**src/rtl/fpu_issue_ctrl_if.sv**
```systemverilog
// Request/response channel pair between a client and the fpu issue front-end.
// master drives requests and consumes responses; slave is the issue controller.
interface fpu_issue_ctrl_if #(
  parameter int TAG_W = 4
);
  logic             req_valid;
  logic             req_ready;
  logic [31:0]      req_opa;
  logic [31:0]      req_opb;
  logic [2:0]       req_op;
  logic [1:0]       req_rmode;
  logic [TAG_W-1:0] req_tag;

  logic             rsp_valid;
  logic             rsp_ready;
  logic [31:0]      rsp_result;
  logic [7:0]       rsp_flags;
  logic [TAG_W-1:0] rsp_tag;

  modport master (
    output req_valid, req_opa, req_opb, req_op, req_rmode, req_tag, rsp_ready,
    input  req_ready, rsp_valid, rsp_result, rsp_flags, rsp_tag
  );

  modport slave (
    input  req_valid, req_opa, req_opb, req_op, req_rmode, req_tag, rsp_ready,
    output req_ready, rsp_valid, rsp_result, rsp_flags, rsp_tag
  );
endinterface

```
**src/rtl/fpu_issue_ctrl.sv**
```systemverilog
// Valid/ready front-end for a fixed-latency, non-stallable fpu: issue, tag tracking, response FIFO.
// Handshake to rsp_valid is LAT+1 cycles; req_ready is withheld once in-flight ops plus FIFO entries reach DEPTH.
module fpu_issue_ctrl #(
  parameter int LAT   = 4,
  parameter int DEPTH = 8,
  parameter int TAG_W = 4
) (
  input  logic        clk,
  input  logic        rst_n,
  fpu_issue_ctrl_if.slave bus,
  output logic [31:0] fpu_opa,
  output logic [31:0] fpu_opb,
  output logic [2:0]  fpu_op,
  output logic [1:0]  fpu_rmode,
  input  logic [31:0] fpu_out,
  input  logic [7:0]  fpu_flags,
  output logic [7:0]  sticky_flags,
  input  logic        flags_clr,
  output logic        busy
);
  localparam int NS = LAT + 1;
  localparam int PW = (DEPTH > 1) ? $clog2(DEPTH) : 1;
  localparam int CW = $clog2(DEPTH + 1);

  typedef logic [PW-1:0] ptr_t;
  typedef logic [CW-1:0] cnt_t;
  typedef logic [CW:0]   sum_t;

  logic [NS-1:0]    stg_vld;
  logic [TAG_W-1:0] stg_tag [NS];

  logic [31:0]      mem_result [DEPTH];
  logic [7:0]       mem_flags  [DEPTH];
  logic [TAG_W-1:0] mem_tag    [DEPTH];
  ptr_t             wr_ptr, rd_ptr;
  cnt_t             fifo_count;

  sum_t inflight, credits_used;
  logic issue, capture, pop, fifo_nonempty;

  always_comb begin
    inflight = '0;
    for (int i = 0; i < NS; i++) begin
      inflight = inflight + sum_t'(stg_vld[i]);
    end
  end

  // Credits come from registered state only, so a pop frees its slot one cycle later.
  assign credits_used  = inflight + sum_t'(fifo_count);
  assign bus.req_ready = credits_used < sum_t'(DEPTH);
  assign issue         = bus.req_valid && bus.req_ready;

  assign fifo_nonempty = fifo_count != '0;
  assign capture       = stg_vld[NS-1];
  assign pop           = fifo_nonempty && bus.rsp_ready;

  always_ff @(posedge clk or negedge rst_n) begin
    if (!rst_n) begin
      fpu_opa   <= '0;
      fpu_opb   <= '0;
      fpu_op    <= '0;
      fpu_rmode <= '0;
    end else if (issue) begin
      fpu_opa   <= bus.req_opa;
      fpu_opb   <= bus.req_opb;
      fpu_op    <= bus.req_op;
      fpu_rmode <= bus.req_rmode;
    end
  end

  always_ff @(posedge clk or negedge rst_n) begin
    if (!rst_n) begin
      stg_vld <= '0;
      for (int i = 0; i < NS; i++) begin
        stg_tag[i] <= '0;
      end
    end else begin
      stg_vld    <= {stg_vld[NS-2:0], issue};
      stg_tag[0] <= bus.req_tag;
      for (int i = 1; i < NS; i++) begin
        stg_tag[i] <= stg_tag[i-1];
      end
    end
  end

  // Capture is unconditional: the fpu cannot be stalled and credits reserve the slot.
  always_ff @(posedge clk) begin
    if (capture) begin
      mem_result[wr_ptr] <= fpu_out;
      mem_flags[wr_ptr]  <= fpu_flags;
      mem_tag[wr_ptr]    <= stg_tag[NS-1];
    end
  end

  always_ff @(posedge clk or negedge rst_n) begin
    if (!rst_n) begin
      wr_ptr     <= '0;
      rd_ptr     <= '0;
      fifo_count <= '0;
    end else begin
      if (capture) wr_ptr <= wr_ptr + ptr_t'(1);
      if (pop)     rd_ptr <= rd_ptr + ptr_t'(1);
      case ({capture, pop})
        2'b10:   fifo_count <= fifo_count + cnt_t'(1);
        2'b01:   fifo_count <= fifo_count - cnt_t'(1);
        default: fifo_count <= fifo_count;
      endcase
    end
  end

  // A clear coinciding with a capture leaves only the captured flags.
  always_ff @(posedge clk or negedge rst_n) begin
    if (!rst_n) begin
      sticky_flags <= '0;
    end else if (capture) begin
      sticky_flags <= (flags_clr ? 8'h00 : sticky_flags) | fpu_flags;
    end else if (flags_clr) begin
      sticky_flags <= '0;
    end
  end

  assign bus.rsp_valid  = fifo_nonempty;
  assign bus.rsp_result = fifo_nonempty ? mem_result[rd_ptr] : '0;
  assign bus.rsp_flags  = fifo_nonempty ? mem_flags[rd_ptr]  : '0;
  assign bus.rsp_tag    = fifo_nonempty ? mem_tag[rd_ptr]    : '0;

  assign busy = (inflight != '0) || fifo_nonempty;

  a_no_overflow: assert property (@(posedge clk) disable iff (!rst_n)
    !(capture && !pop && fifo_count == cnt_t'(DEPTH)));
endmodule

```
**src/flat_wrapper.sv**
```systemverilog
// flat-port wrapper written by rule: the top's interface ports become plain ports
module fpu_issue_ctrl_flat 
#(
  parameter int LAT   = 4,
  parameter int DEPTH = 8,
  parameter int TAG_W = 4
)
  (clk, rst_n, fpu_opa, fpu_opb, fpu_op, fpu_rmode, fpu_out, fpu_flags, sticky_flags, flags_clr, busy, bus_req_valid, bus_req_opa, bus_req_opb, bus_req_op, bus_req_rmode, bus_req_tag, bus_rsp_ready, bus_req_ready, bus_rsp_valid, bus_rsp_result, bus_rsp_flags, bus_rsp_tag);
  fpu_issue_ctrl_if #(.TAG_W(TAG_W)) bus_i ();
  input  logic clk;
  input  logic rst_n;
  output logic [31:0] fpu_opa;
  output logic [31:0] fpu_opb;
  output logic [2:0] fpu_op;
  output logic [1:0] fpu_rmode;
  input  logic [31:0] fpu_out;
  input  logic [7:0] fpu_flags;
  output logic [7:0] sticky_flags;
  input  logic flags_clr;
  output logic busy;
  input wire logic [$bits(bus_i.req_valid)-1:0] bus_req_valid;
  input wire logic [$bits(bus_i.req_opa)-1:0] bus_req_opa;
  input wire logic [$bits(bus_i.req_opb)-1:0] bus_req_opb;
  input wire logic [$bits(bus_i.req_op)-1:0] bus_req_op;
  input wire logic [$bits(bus_i.req_rmode)-1:0] bus_req_rmode;
  input wire logic [$bits(bus_i.req_tag)-1:0] bus_req_tag;
  input wire logic [$bits(bus_i.rsp_ready)-1:0] bus_rsp_ready;
  output wire logic [$bits(bus_i.req_ready)-1:0] bus_req_ready;
  output wire logic [$bits(bus_i.rsp_valid)-1:0] bus_rsp_valid;
  output wire logic [$bits(bus_i.rsp_result)-1:0] bus_rsp_result;
  output wire logic [$bits(bus_i.rsp_flags)-1:0] bus_rsp_flags;
  output wire logic [$bits(bus_i.rsp_tag)-1:0] bus_rsp_tag;
  assign bus_i.req_valid = bus_req_valid;
  assign bus_i.req_opa = bus_req_opa;
  assign bus_i.req_opb = bus_req_opb;
  assign bus_i.req_op = bus_req_op;
  assign bus_i.req_rmode = bus_req_rmode;
  assign bus_i.req_tag = bus_req_tag;
  assign bus_i.rsp_ready = bus_rsp_ready;
  assign bus_req_ready = bus_i.req_ready;
  assign bus_rsp_valid = bus_i.rsp_valid;
  assign bus_rsp_result = bus_i.rsp_result;
  assign bus_rsp_flags = bus_i.rsp_flags;
  assign bus_rsp_tag = bus_i.rsp_tag;
  fpu_issue_ctrl #(.LAT(LAT), .DEPTH(DEPTH), .TAG_W(TAG_W)) u_core (.clk(clk), .rst_n(rst_n), .bus(bus_i), .fpu_opa(fpu_opa), .fpu_opb(fpu_opb), .fpu_op(fpu_op), .fpu_rmode(fpu_rmode), .fpu_out(fpu_out), .fpu_flags(fpu_flags), .sticky_flags(sticky_flags), .flags_clr(flags_clr), .busy(busy));
endmodule
```
**config.mk**
```make
export PLATFORM = sky130hd
export DESIGN_NAME = fpu_issue_ctrl_flat
export DESIGN_NICKNAME = d
export VERILOG_FILES = /design/src/rtl/fpu_issue_ctrl_if.sv /design/src/rtl/fpu_issue_ctrl.sv /design/src/flat_wrapper.sv
export SDC_FILE = /design/constraint.sdc
export NUM_CORES = 1
export LEC_CHECK = 0
export ABC_CLOCK_PERIOD_IN_PS = 6850
export BUFFER_PORTS_ARGS = -buffer_cell sky130_fd_sc_hd__buf_2
export CORE_MARGIN = 4
export CORE_UTILIZATION = 25
export CTS_CLUSTER_DIAMETER = 50
export DETAILED_ROUTE_END_ITERATION = 8
export GPL_TIMING_DRIVEN = 1
export PLACE_DENSITY_LB_ADDON = 0.15
export SYNTH_ARGS = -nofsm -noshare
export SYNTH_HDL_FRONTEND = slang
export SYNTH_SLANG_ARGS = --single-unit
```
**constraint.sdc**
```tcl
create_clock -name clk -period 6.85 [get_ports clk]
set_input_delay 0.3425 -clock clk [delete_from_list [all_inputs] [get_ports clk]]
set_output_delay 0.3425 -clock clk [all_outputs]
set_load 0.01 [all_outputs]
```
# Word level (Yosys, flattened, before mapping)
# Memories as Yosys holds them, arrays and structs flattened.
# Cells that the tools add are included.
# word_totals
ff_bits	112
latch_bits	0
mem_bits_rw	352
rom_bits	0
inputBits	118
output_inout_bits	124
word_cells	44
memories	3
# mem_list
name	depth	word_bits	rd	rd_clocked_by_memory_dff	wr	line_no	text
u_core.mem_result	8	32	1	0	1	fpu_issue_ctrl.sv:32	logic [31:0] mem_result [DEPTH];
u_core.mem_flags	8	8	1	0	1	fpu_issue_ctrl.sv:33	logic [7:0] mem_flags [DEPTH];
u_core.mem_tag	8	4	1	0	1	fpu_issue_ctrl.sv:34	logic [TAG_W-1:0] mem_tag [DEPTH];
# classes
add_sub_neg	9
multipliers	0
div	0
order_cmp	1
n_eq_ne	2
shift	0
mux	8
n_bitwise	1
reduce_logical	6
# ops
op	n
two-way mux 32 bit	1
two-way mux 8 bit	3
adder 5 x 1 -> 5 bit	3
bitwise OR 8 bit	1
case mux 4 bit (2 select lines)	1
adder 3 x 1 -> 3 bit (second input constant)	2
adder 5 x 4 -> 5 bit	1
< comparator 5 x 4 -> 1 bit (second input constant)	1
nonzero test 5 bit	1
adder 4 x 1 -> 4 bit (second input constant)	1
two-way mux 4 bit	1
nonzero test 4 bit	1
subtractor 4 x 1 -> 4 bit (second input constant)	1
adder 1 x 1 -> 2 bit	1
equality test 2 x 1 -> 1 bit (second input constant)	1
equality test 2 bit (second input constant)	1
logical AND 1 bit	2
two-way mux 1 bit	2
nonzero test 2 bit	1
logical OR 1 bit	1

# Longest topological paths before layout
# Gate-level depths: netlist (run 1).
# depth
depth_word	7
mapped_depth	11
mapped_depth_nobuf	10

# Worst setup path before layout (run 1)
# Ideal clock, no wire load.
# synth_timing
path_type	reg2reg
startpoint	register u_core.wr_ptr[2]
endpoint	memory u_core.mem_flags[0][0] (enable)
setup_time_ns	0.500
t_arrival_ns	3.582
required_time_ns	6.350
slack_ns	2.768
path_stages_with_launch	3
n_path_buf	0
synth_period_minus_slack_ns	4.082
path_cell_list	dfrtp_1 > nand2b_1 > nor3_1
# synth_rtl
element	line_no	text
start, declared	fpu_issue_ctrl.sv:35	ptr_t wr_ptr, rd_ptr;
start signal, assigned	fpu_issue_ctrl.sv:101	if (capture) wr_ptr <= wr_ptr + ptr_t'(1);
end, declared	fpu_issue_ctrl.sv:33	
# Straight into the memory's write port.

# Worst setup path in the final report (run 1)
# layout_timing
startpoint	register u_core.stg_vld[4]
endpoint	register u_core.fpu_opa[3]
# layout_via
elab_chain_cells	4
# layout_rtl
element	line_no	text
start, declared	fpu_issue_ctrl.sv:29	logic [NS-1:0] stg_vld;
start signal, assigned	fpu_issue_ctrl.sv:78	stg_vld <= {stg_vld[NS-2:0], issue};
adder 5 x 1 -> 5 bit	fpu_issue_ctrl.sv:44	inflight = inflight + sum_t'(stg_vld[i]);
adder 5 x 4 -> 5 bit	fpu_issue_ctrl.sv:49	assign credits_used = inflight + sum_t'(fifo_count);
< comparator 5 x 4 -> 1 bit	fpu_issue_ctrl.sv:50	assign bus.req_ready = credits_used < sum_t'(DEPTH);
logical AND 1 bit	fpu_issue_ctrl.sv:51	assign issue = bus.req_valid && bus.req_ready;
end signal, assigned	fpu_issue_ctrl.sv:64	fpu_opa <= bus.req_opa;
end, declared	fpu_issue_ctrl.sv:11	output logic [31:0] fpu_opa,
# Every way passes these cells.
# A chain may end at the register's enable or synchronous reset.

==> results of run 1 <==
[metrics by stage]
stage,cell area [µm²],cells
after floorplan,17400,799
after global routing,22700,2142
after global placement,19700,1944
after detailed placement,19700,1944
after CTS,22700,2142
final,22700,2144
[layer usage]
| layer | part of all wire [%] | vias to the layer above | global-route usage [%] |
|---|---|---|---|
| met3 | 7.2 | 95 | 3.77 |
| met1 | 42 | 4627 | 14.9 |
| met5 | 0.048 | - | 0 |
| li1 | - | 3983 | - |
| met2 | 48 | 288 | 19.5 |
| met4 | 2.8 | 4 | 4.01 |
[final cells by class]
class	instances	area, µm²	area share [%]
antenna	2	5.00	0.0220
sequential	464	13400	58.9
clock inverter	33	370	1.63
inverter	19	71.3	0.314
timing repair buffer	333	2100	9.23
multi-input combinational	276	3770	16.6
clock buffer	86	1860	8.20
tap	931	1160	5.13
[state kept, by name, summed over array words and instances, names as in the netlist]
name / cells
u_core.stg_vld: 5
u_core.wr_ptr: 3
u_core.fpu_opb: 32
u_core.stg_tag: 20
u_core.mem_result: 256
u_core.mem_flags: 64
u_core.rd_ptr: 3
u_core.fifo_count: 4
u_core.sticky_flags: 8
u_core.mem_tag: 32
u_core.fpu_rmode: 2
u_core.fpu_op: 3
u_core.fpu_opa: 32
[cells by family after synthesis]
group	share of synthesized area [%]
flip-flops	76.9
AO/OA/AOI/OAI	2.73
buffers and inverters	1.83
adder cells (fa/ha/maj)	0.993
XOR/XNOR	0.302
AND/OR/NAND/NOR	1.12
multiplexers	16.1
[worst paths after layout]
path,endpoint,slack (ps),startpoint
min in group asynchronous,u_core.fpu_opa[30],380,rst_n
max in group asynchronous,u_core.sticky_flags[6],5110,rst_n
min,u_core.mem_result[4][30],40,fpu_out[30]
max reg2reg,u_core.fpu_opa[3],2390,u_core.stg_vld[4]
min reg2reg,u_core.stg_tag[8],340,u_core.stg_tag[12]
max,u_core.fpu_opa[3],2390,u_core.stg_vld[4]
[layout by cell type (no fill, tap or decap), types with 2 or more instances in the layout]
| master | n |
|---|---|
| edfxtp_1 | 352 |
| buf_2 | 240 |
| dfrtp_1 | 110 |
| mux4_2 | 88 |
| dlygate4sd3_1 | 79 |
| mux2_2 | 72 |
| clkbuf_16 | 71 |
| a22o_1 | 44 |
| inv_1 | 19 |
| buf_4 | 14 |
| nand2_1 | 13 |
| clkbuf_1 | 12 |
| o21ai_0 | 9 |
| ha_1 | 9 |
| nor2_4 | 6 |
| bufinv_16 | 6 |
| clkinv_4 | 6 |
| clkinv_2 | 6 |
| inv_6 | 5 |
| clkinvlp_4 | 5 |
| xnor2_1 | 4 |
| clkinv_1 | 4 |
| nand2b_1 | 3 |
| nor3b_1 | 3 |
| nand3_1 | 3 |
| fa_1 | 3 |
| clkbuf_8 | 3 |
| diode_2 | 2 |
| or4_1 | 2 |
| nor3_2 | 2 |
| xor2_1 | 2 |
| a21oi_1 | 2 |
| dfrtp_4 | 2 |
[report_power, final]
part           total, mW  switching [mW]  internal, mW
Clock               3.40            1.24          2.16
Sequential          3.90           0.316          3.58
Combinational       3.10            1.63          1.48
Total               10.4            3.19          7.22
[timing repair]
| action | in CTS | in global routing |
|---|---|---|
| hold buffers | 79 | 0 |
| resized for setup | 0 | 0 |
| hold endpoints to repair | 165 | 0 |
| endpoints found under the setup margin | 0 | 0 |
==> metrics.txt, run 1 <==
final core utilization 33.0%; data required time of the worst path 7300 ps; number of different library cells in the post-synthesis netlist 33; status finished clean; asr flop ratio synth 24.1%; clock tree from TritonCTS done; H-Tree Depth 3; Floorplan Core Area 0.0688 mm²; DR DRC count 0; Overall Global Routing Usage 11.9%; clock latency reported for the late side of the worst-skew pair 570 ps; number of enable-type register cells in the synthesized netlist 352; final worst clock skew 21.6 ps; Port Buffers 241; leakage component of the power 8.28 nW; power consumption 10.4 mW; RSZ-0062 raised after global routing no; Top Family by Delay on Critical Path adder cells; clock transition time at the flip-flop clock pins of the worst setup and hold paths 50 ps; synthesized instance count 799; total stage count of the critical path 9; upper clock frequency limit 0.224 GHz; number of setup buffers added after CTS 0; final setup TNS 0 ps; average instance area after synthesis 21.8 µm²; Worst Hold Depth 1; total CTS buffers 68; Tcrit/Tclk final 65.1%; proportion of layout cells with a drive suffix above 1 43.8%; post-placement worst setup slack 2260 ps; worst-path maximum fanout 70; Netlist Area Pre-Place 0.0174 mm²; Max VDD drop 236 µV; top flip-flop cell by instance count after synthesis edfxtp_1; top-level I/O count 242; final critical delay including setup and external delays 4460 ps; maximum number of pins on one net before global-route repair 71; antenna violations before repair 5; number of nets with antenna violations after routing 0; Fillers 6622; hpwl dp 23100 µm; full die area 0.0738 mm²; top cell type's share of synthesized area 60.8%; sequence of cells on the critical path inv_1, fa_1, inv_1, ha_1, fa_1, ha_1, a211oi_1, nand3_4, mux2_2; cell types with the largest area share after synthesis edfxtp_1 (61%), dfrtp_1 (16%), mux4_2 (11%); number of hold violations in the final report 0; worst-case reg-to-reg path depth 9; synthesis warning total 0; ranking of synthesized cells by instance count edfxtp_1 (352), dfrtp_1 (112), mux4_2 (88); slew at the pin closest to its max-slew limit 1020 ps; part of the Yosys area used for sequential elements 76.9%; Worst Slack Setup Final 2390 ps; final hold slack 38.9 ps; synthesis-stage register bit count 464; Die Y-Extent 272 µm; launching element type of the critical path register; # nets final 1292; Worst Path Class, Setup register to register; largest area contributor in the netlist edfxtp_1; CTS Sinks 464; remaining global-route overflow 0; Syn-to-layout area delta 30.7%; number of nets in the synthesized netlist 929; std cell rows 96; max-slew violations 0; mean routed wirelength per cell 20.3 µm; Critical Path Max Stage Delay 820 ps; length of the first detailed-routing pass in iterations 4; RD Place Congestion 0.660; DRT iter0 DRCs 398; width of the chip 272 µm; sort of element at the end of the critical path register; max-cap viol count 0; Crit path buffers/inverters 2; wire length of the first global-routing pass 65900 µm; via-per-instance ratio 4.20; worst min-delay path category primary input to register; CTS Buffer Depth 3; starting utilization of the core area 25.3%; Worst path slowest cell nand3_4; slew margin rel. 32.0%; vias in the first global route 10100; clock root buffer clkbuf_16; total power per unit cell area 458 mW/mm²; setup violation total in the final timing report 0; WP data arrival 4910 ps; vias after detailed routing 8997; most frequently used cell type in the post-synthesis netlist edfxtp_1; DRT Wirelength 43600 µm
No activity file was read; power rests on OpenSTA's default activity.
==> run 2, diff against run 1 <==
ABC_CLOCK_PERIOD_IN_PS = 4400   (was 6850)
clock period = 4.4 ns   (was 6.85 ns; I/O delays follow)
==> metrics.txt, run 2 (synthesized netlist as in run 1, its figures left out) <==
Worst Path Class, Setup register to register; critical path's most frequent cell ha_1; Floorplan Core Area 0.0688 mm² (unchanged); source of the critical timing path u_core.stg_vld[1]; Tcrit/Tclk final 84.0% (+19 points); wire length of the first global-routing pass 65300 µm (-0.84%); leakage component of the power 8.35 nW (+0.84%); largest registers in the final layout u_core.mem_result (256), u_core.mem_flags (64); DR DRC count 0 (unchanged); maximum number of pins on one net before global-route repair 71 (unchanged); worst-path maximum fanout 70 (unchanged); status finished clean; vias in the first global route 10100 (+0.049%); CTS Buffer Depth 3 (unchanged); via-per-instance ratio 4.15 (-1.2%); width of the chip 272 µm (unchanged); std cell rows 96 (unchanged); Reg-to-Reg Start u_core.stg_vld[1]; end of the critical path u_core.fpu_opa[3]; WP data arrival 4170 ps (-740 ps); final core utilization 33.4% (+0.33 points); Syn-to-layout area delta 32.0%; total CTS buffers 59 (-13%); final setup TNS 0 ps (unchanged); number of hold violations in the final report 0 (unchanged); max-cap viol count 0 (unchanged); number of setup buffers added after CTS 0 (unchanged); hpwl dp 23800 µm (+3.1%); capture point of the worst reg-to-reg path u_core.fpu_opa[3]; data required time of the worst path 4870 ps (-2430 ps); proportion of layout cells with a drive suffix above 1 42.1% (-1.8 points); H-Tree Depth 2 (-1); sort of element at the end of the critical path register; Port Buffers 241 (unchanged); clock transition time at the flip-flop clock pins of the worst setup and hold paths 50 ps (about the same); number of nets with antenna violations after routing 0 (unchanged); Fillers 6571 (-0.77%); worst-case reg-to-reg path depth 11 (+2); hold-fix buffer count after cts 116 (+47%); final worst clock skew 20.4 ps (-1.20 ps); setup violation total in the final timing report 0 (unchanged); Die Y-Extent 272 µm (unchanged); max-slew violations 0 (unchanged); worst min-delay path category primary input to async pin; slew at the pin closest to its max-slew limit 962 ps (-58.1 ps); count of placed standard cells in the final layout, fillers left out 2177 (+1.5%); Critical Path Max Stage Delay 680 ps (-140 ps); # nets final 1325 (+2.6%); antenna violations before repair 2 (-3); DRT iter0 DRCs 400 (+0.50%); clock tree from TritonCTS done; starting utilization of the core area 25.3% (unchanged); slew margin rel. 35.7% (+3.7 points); clock latency reported for the late side of the worst-skew pair 610 ps (+40 ps); Largest register FFs 256 (unchanged); commonest non-fill, non-tap cell in the layout edfxtp_1; Overall Global Routing Usage 11.7% (-0.20 points); upper clock frequency limit 0.271 GHz (+21%); remaining global-route overflow 0 (unchanged); mean routed wirelength per cell 19.9 µm (-2.0%); final critical delay including setup and external delays 3700 ps (-766 ps); Max VDD drop 322 µV (+36%); top-level I/O count 242 (unchanged); Worst R2R Setup Slack 700 ps (-1680 ps); Top Family by Delay on Critical Path adder cells; RSZ-0062 raised after global routing no; CTS Sinks 464 (unchanged); launching element type of the critical path register; length of the first detailed-routing pass in iterations 4 (unchanged); sequence of cells on the critical path ha_1, inv_1, fa_1, inv_1, ha_1, fa_1, ha_1, nand4_1, nand3_4, buf_4, mux2_2; vias after detailed routing 9030 (+0.37%); Top reg by flops u_core.mem_result; DRT Wirelength 43400 µm (-0.50%); clock root buffer clkbuf_16; RD Place Congestion 0.665 (+0.77%); top library cells by usage in the layout, fill and taps aside edfxtp_1 (352), buf_2 (240), dlygate4sd3_1 (116), dfrtp_1 (110), mux4_2 (88); total power per unit cell area 687 mW/mm² (+50%); cell count after placement 1949 (+0.26%); full die area 0.0738 mm² (unchanged); Crit path buffers/inverters 3 (+1); Worst path slowest cell buf_4; Gates resized, CTS repair 0 (unchanged); total stage count of the critical path 11 (+2)
[run 2: how the worst min path moves through the flow]
stage                                      end
after global routing        u_core.stg_tag[17]
after global placement      u_core.stg_tag[19]
after CTS                   u_core.stg_tag[18]
after detailed placement    u_core.stg_tag[17]
final                       u_core.fpu_opa[20]
after floorplan           u_core.fifo_count[0]
[run 2: per-layer routing]
metal / part of all wire [%] / GRT usage [%] / vias to the layer above
met3: 6.7 / 3.55 / 49
li1: - / - / 4035
met5: 0.046 / 0 / -
met1: 44 / 15.3 / 4674
met4: 1.5 / 2.50 / 2
met2: 48 / 19.3 / 270
[run 2: final cells by class]
class	instances	area, µm²	area share (%)
Sequential cell	464	13400	58.3
Multi-Input combinational cell	276	3770	16.4
Timing Repair Buffer	375	2590	11.3
Clock buffer	73	1560	6.80
Tap cell	931	1160	5.07
Clock inverter	38	409	1.78
Inverter	19	71.3	0.311
Antenna cell	1	2.50	0.0109
[run 2: stage by stage]
| step | area, µm² | power, mW | hold WS, ps | setup WS, ps |
|---|---|---|---|---|
| floorplan | 17400 | 9.22 | -75.6 | 318 |
| global placement | 19800 | 11.2 | 332 | 707 |
| detailed placement | 19800 | 11.2 | 334 | 690 |
| CTS | 23000 | 16.1 | 237 | 646 |
| global route | 23000 | 16.7 | 263 | 487 |
| finish | 23000 | 15.8 | 262 | 705 |
[run 2: power breakdown]
part | switching, mW | internal, mW
Combinational | 2.55 | 2.37
Sequential | 0.516 | 5.57
Clock | 1.87 | 2.89
==> run 3, diff against run 2 <==
ABC_CLOCK_PERIOD_IN_PS = 3200   (was 4400)
clock period = 3.2 ns   (was 4.4 ns; I/O delays follow)
==> metrics.txt, run 3 (synthesized netlist as in run 1, its figures left out) <==
status finished with violations; violated checks negative setup slack; CTS Buffer Depth 3 (unchanged); DRT iter0 DRCs 415 (+3.8%); clock tree from TritonCTS done; clock latency reported for the late side of the worst-skew pair 600 ps (about the same); Syn-to-layout area delta 36.8%; worst-path maximum fanout 6 (-91%); CTS Sinks 464 (unchanged); width of the chip 272 µm (unchanged); post-placement cell area 0.0200 mm² (+0.91%); final setup TNS -4410 ps (-4410 ps); # nets final 1367 (+3.2%); number of nets with antenna violations after routing 0 (unchanged); Top reg by flops u_core.mem_result; vias in the first global route 10700 (+5.7%); Worst Slack Setup Final -171 ps (-876 ps); Worst Hold Depth 5; largest registers in the final layout u_core.mem_result (256), u_core.mem_flags (64); proportion of layout cells with a drive suffix above 1 45.2% (+3.1 points); Floorplan Core Area 0.0688 mm² (unchanged); setup violation total in the final timing report 54 (+54); launching element type of the critical path register; WP data arrival 3840 ps (-330 ps); commonest non-fill, non-tap cell in the layout edfxtp_1; wire length of the first global-routing pass 68000 µm (+4.1%); final hold slack 121 ps (-141 ps); slew margin rel. 45.1% (+9.3 points); std cell rows 96 (unchanged); Reg-to-Reg Start u_core.stg_vld[1]; Tcrit/Tclk final 105% (+21 points); slew at the pin closest to its max-slew limit 824 ps (-138 ps); Fillers 6525 (-0.70%); hpwl dp 25700 µm (+8.1%); cell count after placement 1968 (+0.97%); max-slew violations 0 (unchanged); upper clock frequency limit 0.297 GHz (+9.6%); length of the first detailed-routing pass in iterations 5 (+1); DR DRC count 0 (unchanged); number of hold violations in the final report 0 (unchanged); hold_sp bus_req_valid; maximum number of pins on one net before global-route repair 53 (-25%); Overall Global Routing Usage 12.1% (+0.44 points); Die Y-Extent 272 µm (unchanged); clock transition time at the flip-flop clock pins of the worst setup and hold paths 50 ps (about the same); via-per-instance ratio 4.21 (+1.5%); top library cells by usage in the layout, fill and taps aside edfxtp_1 (352), buf_2 (239), dlygate4sd3_1 (116), dfrtp_1 (110), mux4_2 (88); RD Place Congestion 0.714 (+7.3%); Port Buffers 241 (unchanged); final worst clock skew 31.4 ps (+11.0 ps); final critical delay including setup and external delays 3370 ps (-324 ps); total CTS buffers 69 (+17%); max-cap viol count 0 (unchanged); vias after detailed routing 9346 (+3.5%); worst-case reg-to-reg path depth 15 (+4); Worst Path Class, Setup register to register; top-level I/O count 242 (unchanged); final core utilization 34.6% (+1.2 points); worst min-delay path category primary input to register; antenna violations before repair 0 (-2); sort of element at the end of the critical path register; WHS Endpoint u_core.stg_vld[0]; count of placed standard cells in the final layout, fillers left out 2220 (+2.0%); source of the critical timing path u_core.stg_vld[1]; Worst R2R Setup Slack -170 ps (-880 ps); total power per unit cell area 989 mW/mm² (+44%); antenna cell count 0 (-1); full die area 0.0738 mm² (unchanged); RSZ-0062 raised after global routing yes; leakage component of the power 8.79 nW (+5.3%); mean routed wirelength per cell 20.1 µm (+0.92%); design area 0.0238 mm² (+3.6%); Largest register FFs 256 (unchanged); remaining global-route overflow 0 (unchanged); DRT Wirelength 44600 µm (+2.9%); capture point of the worst reg-to-reg path u_core.fpu_opb[16]; H-Tree Depth 3 (+1); starting utilization of the core area 25.3% (unchanged); Max VDD drop 531 µV (+65%); data required time of the worst path 3670 ps (-1200 ps); clock root buffer clkbuf_16
[run 3: cell types whose count changed in the layout (fill, tap and decap cells not counted), moves of 7 or more]
cell	previous run	this run
clkbuf_1	12	5
mux2_4	0	7
clkbuf_16	60	71
mux2_2	72	65
buf_12	7	15
buf_4	12	28
[run 3: where the power goes]
group          internal [mW]  switching [mW]  total, mW
sequential              7.66           0.651       8.31
clock                   4.70            2.89       7.59
combinational           3.85            3.76       7.62
total                   16.2            7.30       23.5
[run 3: critical path, stage by stage, from the launching register on]
cell and delay, ps:
dfrtp_1 380, ha_1 280, inv_1 40, fa_1 470, inv_1 50, ha_2 170
fa_2 380, ha_4 230, a211oi_2 210, buf_4 150, buf_6 90, nand3_4 90
buf_12 160, buf_12 130, buf_12 130, mux2_4 290
[run 3: worst max-delay path by stage]
stage / endpoint / slack [ps] / cells past startpoint
floorplan: u_core.fpu_opa[16] / -10 / 11
global placement: u_core.fpu_opb[16] / -50 / 12
detailed placement: u_core.fpu_opa[31] / -50 / 12
CTS: bus_req_ready / -180 / 11
global route: u_core.fpu_opb[16] / -300 / 15
finish: u_core.fpu_opb[16] / -170 / 15
[run 3: cell type report]
class / instances / area, µm² / share of cell area, %
clock inverters: 46 / 528 / 2.22
flip-flops and latches: 464 / 13400 / 56.3
clock buffers: 77 / 1800 / 7.56
inverters: 19 / 71.3 / 0.300
multi-input cells: 276 / 3850 / 16.2
well taps: 931 / 1160 / 4.90
repair buffers: 407 / 2990 / 12.6
[run 3: per-stage QoR]
stage	power, mW	setup slack, ps
after detailed placement	15.6	-45.1
after floorplan	12.7	-13.0
after CTS	24.1	-180
after global routing	24.9	-304
final	23.5	-171
after global placement	15.6	-49.7
[run 3: repair_timing]
item / CTS / global route
hold buffers: 116 / 0
hold endpoints to repair: 453 / 0
pin swaps: 4 / 0
buffers inserted: 7 / 7
gates resized for setup: 23 / 10
gates cloned: 5 / 1
endpoints found under the setup margin: 71 / 71
[run 3: metal layers]
layer  global-route usage [%]  share of wire (%)  vias to the layer above
met4                     3.23                1.9                        0
met5                        0                  0                        -
met1                     15.3                 43                     4872
met2                     20.2                 49                      269
met3                     3.98                6.5                       68
li1                         -                  -                     4137
